### config.mk
export PLATFORM = sky130hd
export DESIGN_NAME = decodificador_pwm
export DESIGN_NICKNAME = d
export VERILOG_FILES = /design/src/rtl/pwm_servo_pkg.sv /design/src/rtl/sincronizador_borda.sv /design/src/rtl/decodificador_pwm.sv
export SDC_FILE = /design/constraint.sdc
export NUM_CORES = 1
export LEC_CHECK = 0
export BUFFER_PORTS_ARGS = -buffer_cell sky130_fd_sc_hd__buf_2
export CAP_MARGIN = 20
export CORE_AREA = 8 8 113 89
export DETAILED_ROUTE_END_ITERATION = 7
export DIE_AREA = 0 0 121 97
export PLACE_DENSITY = 0.76
export SLEW_MARGIN = 20
export SYNTH_ARGS = -nofsm -noshare
export SYNTH_HDL_FRONTEND = slang
export SYNTH_SLANG_ARGS = --single-unit
export TNS_END_PERCENT = 20
### constraint.sdc
create_clock -name clock -period 5.8 [get_ports clock]
set_input_delay 0.58 -clock clock [delete_from_list [all_inputs] [get_ports clock]]
set_output_delay 0.58 -clock clock [all_outputs]
set_load 0.02 [all_outputs]
### src/rtl/pwm_servo_pkg.sv
`default_nettype none
// ============================================================================
//  Module      : pwm_servo_pkg
//  Description : Shared definitions for the servo PWM link. Holds the default
//                nominal high times per 3-bit position code (also used by the
//                PWM generator), the receive FSM state encoding and the
//                counter-width helper.
//  Revision    : 1.0 - initial release
// ============================================================================
package pwm_servo_pkg;

  // Default link timing, in clock cycles
  localparam int unsigned C_CONF_PERIODO = 1000000;
  localparam int unsigned C_LARGURA_000  = 35000;
  localparam int unsigned C_LARGURA_001  = 45700;
  localparam int unsigned C_LARGURA_010  = 56450;
  localparam int unsigned C_LARGURA_011  = 67150;
  localparam int unsigned C_LARGURA_100  = 77850;
  localparam int unsigned C_LARGURA_101  = 88550;
  localparam int unsigned C_LARGURA_110  = 99300;
  localparam int unsigned C_LARGURA_111  = 110000;
  localparam int unsigned C_TOLERANCIA   = 5000;

  // Receive FSM states
  typedef enum logic [1:0] {
    INICIAL = 2'b00,
    ALTO    = 2'b01,
    BAIXO   = 2'b10
  } estado_t;

  // Counters must reach 2*periodo (watchdog limit) without wrapping
  function automatic int unsigned largura_contador(input int unsigned periodo);
    return $clog2(2 * periodo + 1);
  endfunction

endpackage
`default_nettype wire

### src/rtl/sincronizador_borda.sv
`default_nettype none
// ============================================================================
//  Module      : sincronizador_borda
//  Description : Two-flop synchronizer for an asynchronous input plus
//                single-cycle rise/fall pulses derived from the synchronized
//                level and its one-cycle-delayed copy.
//  Ports       : clock   - system clock
//                reset   - asynchronous reset, active low
//                d_in    - asynchronous input
//                sinc    - synchronized level
//                subida  - one-cycle pulse on a synchronized rising edge
//                descida - one-cycle pulse on a synchronized falling edge
//  Revision    : 1.0 - initial release
// ============================================================================
module sincronizador_borda
  import pwm_servo_pkg::*;
(
  input  logic clock,
  input  logic reset,
  input  logic d_in,
  output logic sinc,
  output logic subida,
  output logic descida
);

  logic       meta_q, meta_d;
  logic       sinc_q, sinc_d;
  logic       atraso_q, atraso_d;
  logic [2:0] cheio_q, cheio_d;

  always_comb begin
    meta_d   = d_in;
    sinc_d   = meta_q;
    atraso_d = sinc_q;
    cheio_d  = {cheio_q[1:0], 1'b1};
  end

  always_ff @(posedge clock or negedge reset) begin
    if (!reset) begin
      meta_q   <= 1'b0;
      sinc_q   <= 1'b0;
      atraso_q <= 1'b0;
      cheio_q  <= 3'b000;
    end else begin
      meta_q   <= meta_d;
      sinc_q   <= sinc_d;
      atraso_q <= atraso_d;
      cheio_q  <= cheio_d;
    end
  end

  // Edges are only trusted once the whole chain holds real samples; otherwise
  // a line that is already high at reset release would look like a rising edge.
  assign sinc    = sinc_q;
  assign subida  = cheio_q[2] &  sinc_q & ~atraso_q;
  assign descida = cheio_q[2] & ~sinc_q &  atraso_q;

endmodule
`default_nettype wire

### src/rtl/decodificador_pwm.sv
`default_nettype none
// ============================================================================
//  Module      : decodificador_pwm
//  Description : Servo PWM receive-side decoder. Measures the high time of the
//                incoming PWM, maps it to the 3-bit position code, flags
//                out-of-range pulses and loss of signal.
//  Ports       : clock, reset (async, active low), pwm_in (async)
//                posicao[2:0], valido, erro, sinal_perdido, db_pwm,
//                db_estado[1:0]
//  Options     : DECODIFICADOR_PWM_CHECA_PERIODO_EN - when defined, the
//                rising-to-rising period is also checked against conf_periodo
//                (+/- conf_periodo/8); a bad period raises erro.
//  Revision    : 1.0 - initial release
// ============================================================================
module decodificador_pwm
  import pwm_servo_pkg::*;
#(
  parameter int unsigned conf_periodo = C_CONF_PERIODO,
  parameter int unsigned largura_000  = C_LARGURA_000,
  parameter int unsigned largura_001  = C_LARGURA_001,
  parameter int unsigned largura_010  = C_LARGURA_010,
  parameter int unsigned largura_011  = C_LARGURA_011,
  parameter int unsigned largura_100  = C_LARGURA_100,
  parameter int unsigned largura_101  = C_LARGURA_101,
  parameter int unsigned largura_110  = C_LARGURA_110,
  parameter int unsigned largura_111  = C_LARGURA_111,
  parameter int unsigned tolerancia   = C_TOLERANCIA
) (
  input  logic       clock,
  input  logic       reset,
  input  logic       pwm_in,
  output logic [2:0] posicao,
  output logic       valido,
  output logic       erro,
  output logic       sinal_perdido,
  output logic       db_pwm,
  output logic [1:0] db_estado
);

  localparam int unsigned   CW          = largura_contador(conf_periodo);
  localparam logic [CW-1:0] C_UM        = CW'(1);
  localparam logic [CW-1:0] C_SATURADO  = '1;
  localparam logic [CW-1:0] C_LIMITE    = CW'(2 * conf_periodo);
  localparam logic [CW-1:0] C_LIMITE_M1 = CW'(2 * conf_periodo - 1);
  localparam int            C_MINIMO    = int'(largura_000) - int'(tolerancia);
  localparam int unsigned   C_MAXIMO    = largura_111 + tolerancia;
  // Midpoints between adjacent nominal widths; reaching one selects the upper code
  localparam int unsigned   C_LIMIAR [7] = '{
    (largura_000 + largura_001) / 2, (largura_001 + largura_010) / 2,
    (largura_010 + largura_011) / 2, (largura_011 + largura_100) / 2,
    (largura_100 + largura_101) / 2, (largura_101 + largura_110) / 2,
    (largura_110 + largura_111) / 2};

  logic          sinc, subida, descida;
  estado_t       estado_q, estado_d;
  logic [CW-1:0] alto_q, alto_d;      // high-time counter
  logic [CW-1:0] cao_q, cao_d;        // watchdog: cycles since last rising edge
  logic [CW-1:0] medida_q, medida_d;  // captured width awaiting classification
  logic          pronto_q, pronto_d;
  logic [2:0]    posicao_q, posicao_d;
  logic          valido_q, valido_d;
  logic          erro_q, erro_d;
  logic          perdido_q, perdido_d;
  logic          w_expira, w_fora, w_periodo_erro;
  logic [2:0]    w_codigo;
  logic [31:0]   w_medida32;

  sincronizador_borda u_sinc (
    .clock   (clock),
    .reset   (reset),
    .d_in    (pwm_in),
    .sinc    (sinc),
    .subida  (subida),
    .descida (descida)
  );

`ifdef DECODIFICADOR_PWM_CHECA_PERIODO_EN
  localparam int unsigned C_DESVIO = conf_periodo / 8;
  logic [CW-1:0] periodo_q, periodo_d;
  logic          periodo_chk_q, periodo_chk_d;  // period measurement is meaningful
  logic [31:0]   w_periodo32;
  assign w_periodo32    = 32'(periodo_q);
  assign w_periodo_erro = periodo_chk_q &&
                          ((w_periodo32 > conf_periodo + C_DESVIO) ||
                           (w_periodo32 < conf_periodo - C_DESVIO));
`else
  assign w_periodo_erro = 1'b0;
`endif

  assign w_medida32 = 32'(medida_q);
  assign w_fora     = (int'(w_medida32) < C_MINIMO) || (w_medida32 > C_MAXIMO);

  always_comb begin
    w_codigo = 3'd0;
    for (int k = 0; k < 7; k++) begin
      if (w_medida32 >= C_LIMIAR[k]) w_codigo = 3'(k + 1);
    end
  end

  always_comb begin
    estado_d  = estado_q;
    alto_d    = alto_q;
    medida_d  = medida_q;
    pronto_d  = 1'b0;
    perdido_d = perdido_q;
`ifdef DECODIFICADOR_PWM_CHECA_PERIODO_EN
    periodo_d     = periodo_q;
    periodo_chk_d = periodo_chk_q;
`endif

    // Watchdog; a rising edge always wins over a coincident expiry
    w_expira = !subida && (cao_q == C_LIMITE_M1);
    if (subida) begin
      cao_d     = '0;
      perdido_d = 1'b0;
    end else if (cao_q != C_LIMITE) begin
      cao_d = cao_q + C_UM;
    end else begin
      cao_d = cao_q;
    end

    // The cycle that reveals the rising edge is itself a high sample,
    // so the count restarts at one to make the result equal the high time.
    case (estado_q)
      INICIAL: begin
        if (subida) begin
          alto_d   = C_UM;
          estado_d = ALTO;
`ifdef DECODIFICADOR_PWM_CHECA_PERIODO_EN
          periodo_chk_d = 1'b0;
`endif
        end
      end
      ALTO: begin
        if (descida) begin
          medida_d = alto_q;
          pronto_d = 1'b1;
          estado_d = BAIXO;
        end else if (sinc && (alto_q != C_SATURADO)) begin
          alto_d = alto_q + C_UM;
        end
      end
      BAIXO: begin
        if (subida) begin
          alto_d   = C_UM;
          estado_d = ALTO;
`ifdef DECODIFICADOR_PWM_CHECA_PERIODO_EN
          periodo_d     = cao_q + C_UM;
          periodo_chk_d = 1'b1;
`endif
        end
      end
      default: estado_d = INICIAL;
    endcase

    if (w_expira) begin
      perdido_d = 1'b1;
      estado_d  = INICIAL;
      pronto_d  = 1'b0;
`ifdef DECODIFICADOR_PWM_CHECA_PERIODO_EN
      periodo_chk_d = 1'b0;
`endif
    end

    // Output stage: one cycle after the capture, so results land three
    // cycles after the first low sample.
    valido_d  = pronto_q;
    posicao_d = posicao_q;
    erro_d    = erro_q;
    if (pronto_q) begin
      erro_d = w_fora || w_periodo_erro;
      if (!(w_fora || w_periodo_erro)) posicao_d = w_codigo;
    end
  end

  always_ff @(posedge clock or negedge reset) begin
    if (!reset) begin
      estado_q  <= INICIAL;
      alto_q    <= '0;
      cao_q     <= '0;
      medida_q  <= '0;
      pronto_q  <= 1'b0;
      posicao_q <= 3'b000;
      valido_q  <= 1'b0;
      erro_q    <= 1'b0;
      perdido_q <= 1'b0;
`ifdef DECODIFICADOR_PWM_CHECA_PERIODO_EN
      periodo_q     <= '0;
      periodo_chk_q <= 1'b0;
`endif
    end else begin
      estado_q  <= estado_d;
      alto_q    <= alto_d;
      cao_q     <= cao_d;
      medida_q  <= medida_d;
      pronto_q  <= pronto_d;
      posicao_q <= posicao_d;
      valido_q  <= valido_d;
      erro_q    <= erro_d;
      perdido_q <= perdido_d;
`ifdef DECODIFICADOR_PWM_CHECA_PERIODO_EN
      periodo_q     <= periodo_d;
      periodo_chk_q <= periodo_chk_d;
`endif
    end
  end

  assign posicao       = posicao_q;
  assign valido        = valido_q;
  assign erro          = erro_q;
  assign sinal_perdido = perdido_q;
  assign db_pwm        = sinc;
  assign db_estado     = estado_q;

endmodule
`default_nettype wire
==> flow_summary.toml <==
[critical_path]
cpPeakStageDelay_ns = 0.75
cp.arrival_ns = 2.52
slowest_stage = "and3b_1"
r2r-end = "alto_q[15]"
startpoint_type = "flop"
cp.depth = 4
worst_r2r_startpoint = "u_sinc.sinc"
rrSetupSlack_ns = 3.50
critPathKind = "reg -> reg"
crit_path_start = "u_sinc.sinc"
worst-path-max-fanout = 23
cpLargestDelayFamily = "simple AND/OR/NAND/NOR gates"
endpoint_kind = "flop"
worstRegToRegCells = 4
critical_path_required_ns = 6.01
cp-endpoint = "alto_q[15]"
cp_cell_sequence = "and3b_1 -> nand2_1 -> o311ai_0 -> o41ai_1"
cp_num_buf_inv = 0

[sta]
fin_ws_ns = 3.50
drv_slew = 0
hold_violations = 0
fin_worst_skew_ns = 0.00744
slew_headroom_pct = 30.8
fmax_ghz = 0.434
fin_crit_sh_pct = 39.7
setup_viol = 0
finalSetupTns_ns = 0
rsz0062_at_grt = "no"
layout_min_cycle_time_ns = 2.30
hold_ws_ns = 0.342
tightest_slew_ns = 1.03

[drt]
dr.pass1.iters = 5
drc = 0
wl_per_cell_um = 16.6
via_per_inst = 6.07
drtIter0Drc = 247
wirelength_um = 8560
ant_nets = 0
num_vias = 3133

[die]
std_cell_rows = 29
coreArea_um2 = 8240
io_pins = 12
dieArea_um2 = 11700
die_h_um = 97
die_x_um = 121
initial_core_util_pct = 48.5

[yosys]
synth_fp_nets = 405
ys_seq_area_share_pct = 48.8
synth_edf_count = 0
synth.largest_area_cell = "dfrtp_1"
async_reset_ff_share_pct = 100
synth.yosys.warnings = 0
syn-instance-count = 399
synth_cell_type_count = 53
synthFlopType = "dfrtp_1"
synth.ff_latch_count = 78
synth_area_leaders = "dfrtp_1 (49%), mux2_2 (6.2%), nor2_1 (4.1%), xor2_1 (3.5%), nand2_1 (2.8%)"
synth_top_area_share_pct = 48.8
mappedNetlistArea_um2 = 4000
syn_area_per_cell_um2 = 10.0

[cells_and_area]
multiInputGateArea_um2 = 1950
final.fill_count = 713
ff_latch_area_um2 = 1950
areaGrowthSynthToFinish_pct = 8.35
final_nets = 409
antennaDiodeCount = 0
drive_gt1_share_pct = 14.5

[flow_run]
max_cap_violations = 0

[power]
peakVddDrop_v = 0.000197
p_leak_uw = 0.00189
powerDensity_nw_per_um2 = 282

[grt]
grt_pass1_wl_um = 14500
track_usage_pct = 15.0
grt_max_degree = 79
grt_pass1_vias = 2979
overflow = 0
antenna_found_initial = 0

[clock_network]
cts_tree = "built"
clock_sinks = 78
clk_pin_slew_worst_paths_ns = 0.08
htreeDepth = 3
cts_hold_buf = 0
insertion_delay_ns = 0.34
clock-root-buffer = "clkbuf_8"
clockBufferDepth = 2
cts_made_buffers = 9
cts_resized = 0
postCtsSetupBuffers = 0

[placed_design]
gp_congestion = 0.847
port_buffers = 11
dp_hpwl_um = 5780
place_ws_ns = 3.53

[status]
status = "finished clean"

[worst_hold_path]
min_path_type = "in -> reg"
-- state kept, by name (all words and copies together), names as in the netlist, 2 cells and up --
| signal | flops |
|---|---|
| alto_q | 21 |
| cao_q | 21 |
| db_estado | 2 |
| medida_q | 21 |
| posicao | 3 |
| u_sinc.cheio_q | 3 |
-- cell type report --
type                    count  share of cell area, %
clock buffers              10                   3.18
clock inverters             6                   1.41
inverters                   6                  0.520
multi-input cells         295                   45.0
flip-flops and latches     78                   45.0
well taps                 108                   3.12
repair buffers             13                   1.67
-- power by group --
group / switching, uW / total (uW) / internal [uW]
combinational: 95.7 / 162 / 66.3
clock: 195 / 404 / 209
sequential: 66.4 / 658 / 591
total: 358 / 1220 / 866
-- cells in the mapped netlist, drive strengths merged, types with 8 or more instances --
| library cell | instances |
|---|---|
| xnor2 | 10 |
| mux2 | 22 |
| nand3 | 17 |
| nor4 | 8 |
| o21ai | 12 |
| or4 | 9 |
| and4 | 8 |
| dfrtp | 78 |
| nand2 | 30 |
| nor2 | 44 |
| xor2 | 16 |
| and3 | 8 |
| nand4 | 16 |
| o211ai | 10 |
| nor3 | 11 |
| clkbuf | 17 |
| a21oi | 13 |
-- layer usage --
metal | wire, um | track usage (%)
met5 | 0 | 0
met4 | 116 | 5.84
met3 | 458 | 3.19
met2 | 3720 | 21.4
met1 | 4260 | 21.6
-- worst reg2reg max path, cell delays in order (launching register included) --
cell and delay (ns):
dfrtp_1 0.50, and3b_1 0.75, nand2_1 0.52, o311ai_0 0.27, o41ai_1 0.13
-- layout by cell type (no fill, tap or decap), types with 4 or more instances in the layout --
cell type  Yosys  layout
and3_1         8       8
nand3_1       17      17
nand2b_1       5       5
o211ai_1      10      10
xor2_1        16      16
inv_1          6       6
dfrtp_1       78      78
nor2_1        44      44
o21ai_0       12      12
nand4_1       16      16
nand2_1       30      30
nor4_1         8       8
buf_2          2      10
or4_1          7       7
clkbuf_8       0      10
nand3b_1       4       4
o311ai_0       4       4
and4_1         8       8
xnor2_1       10      10
a211oi_1       5       5
mux2_2        22      22
nor3_1        11      10
a21oi_1       13      13
-- cells by family (layout without fill, tap and decap cells) --
group                      Yosys count  in the layout  share of synthesized area [%]
xor gates and xnor gates            26             26                           5.69
adders and majority gates            3              3                          0.939
DFF                                 78             78                           48.8
buffers and inverters               26             35                           2.50
and+or+nand+nor                    175            175                           23.9
AOI/OAI and AO/OA                   67             67                           11.6
muxes                               23             23                           6.45
other                                1              1                         0.0938
-- metrics by stage --
stage / instances / cell area, um^2 / total power (uW) / utilization, %
6_report: 516 / 4330 / 1220 / 52.6
5_1_grt: 516 / 4330 / 1290 / 52.6
4_1_cts: 516 / 4330 / 1230 / 52.6
3_5_place_dp: 500 / 4130 / 827 / 50.2
3_3_place_gp: 500 / 4130 / 821 / 50.2
2_1_floorplan: 399 / 4000 / 766 / -
-- worst min-delay path by stage --
| stage | end | depth (start not counted) | start | slack (ns) |
|---|---|---|---|---|
| finish | u_sinc.meta_q | 1 | pwm_in | 0.34 |
| CTS | u_sinc.meta_q | 1 | pwm_in | 0.33 |
| detailed placement | u_sinc.cheio_q[2] | 0 | u_sinc.cheio_q[1] | 0.34 |
| floorplan | alto_q[0] | 0 | reset | 0.28 |
| global placement | u_sinc.cheio_q[2] | 0 | u_sinc.cheio_q[1] | 0.33 |
| global route | u_sinc.meta_q | 1 | pwm_in | 0.33 |
Power figures use the tool's default switching activity.
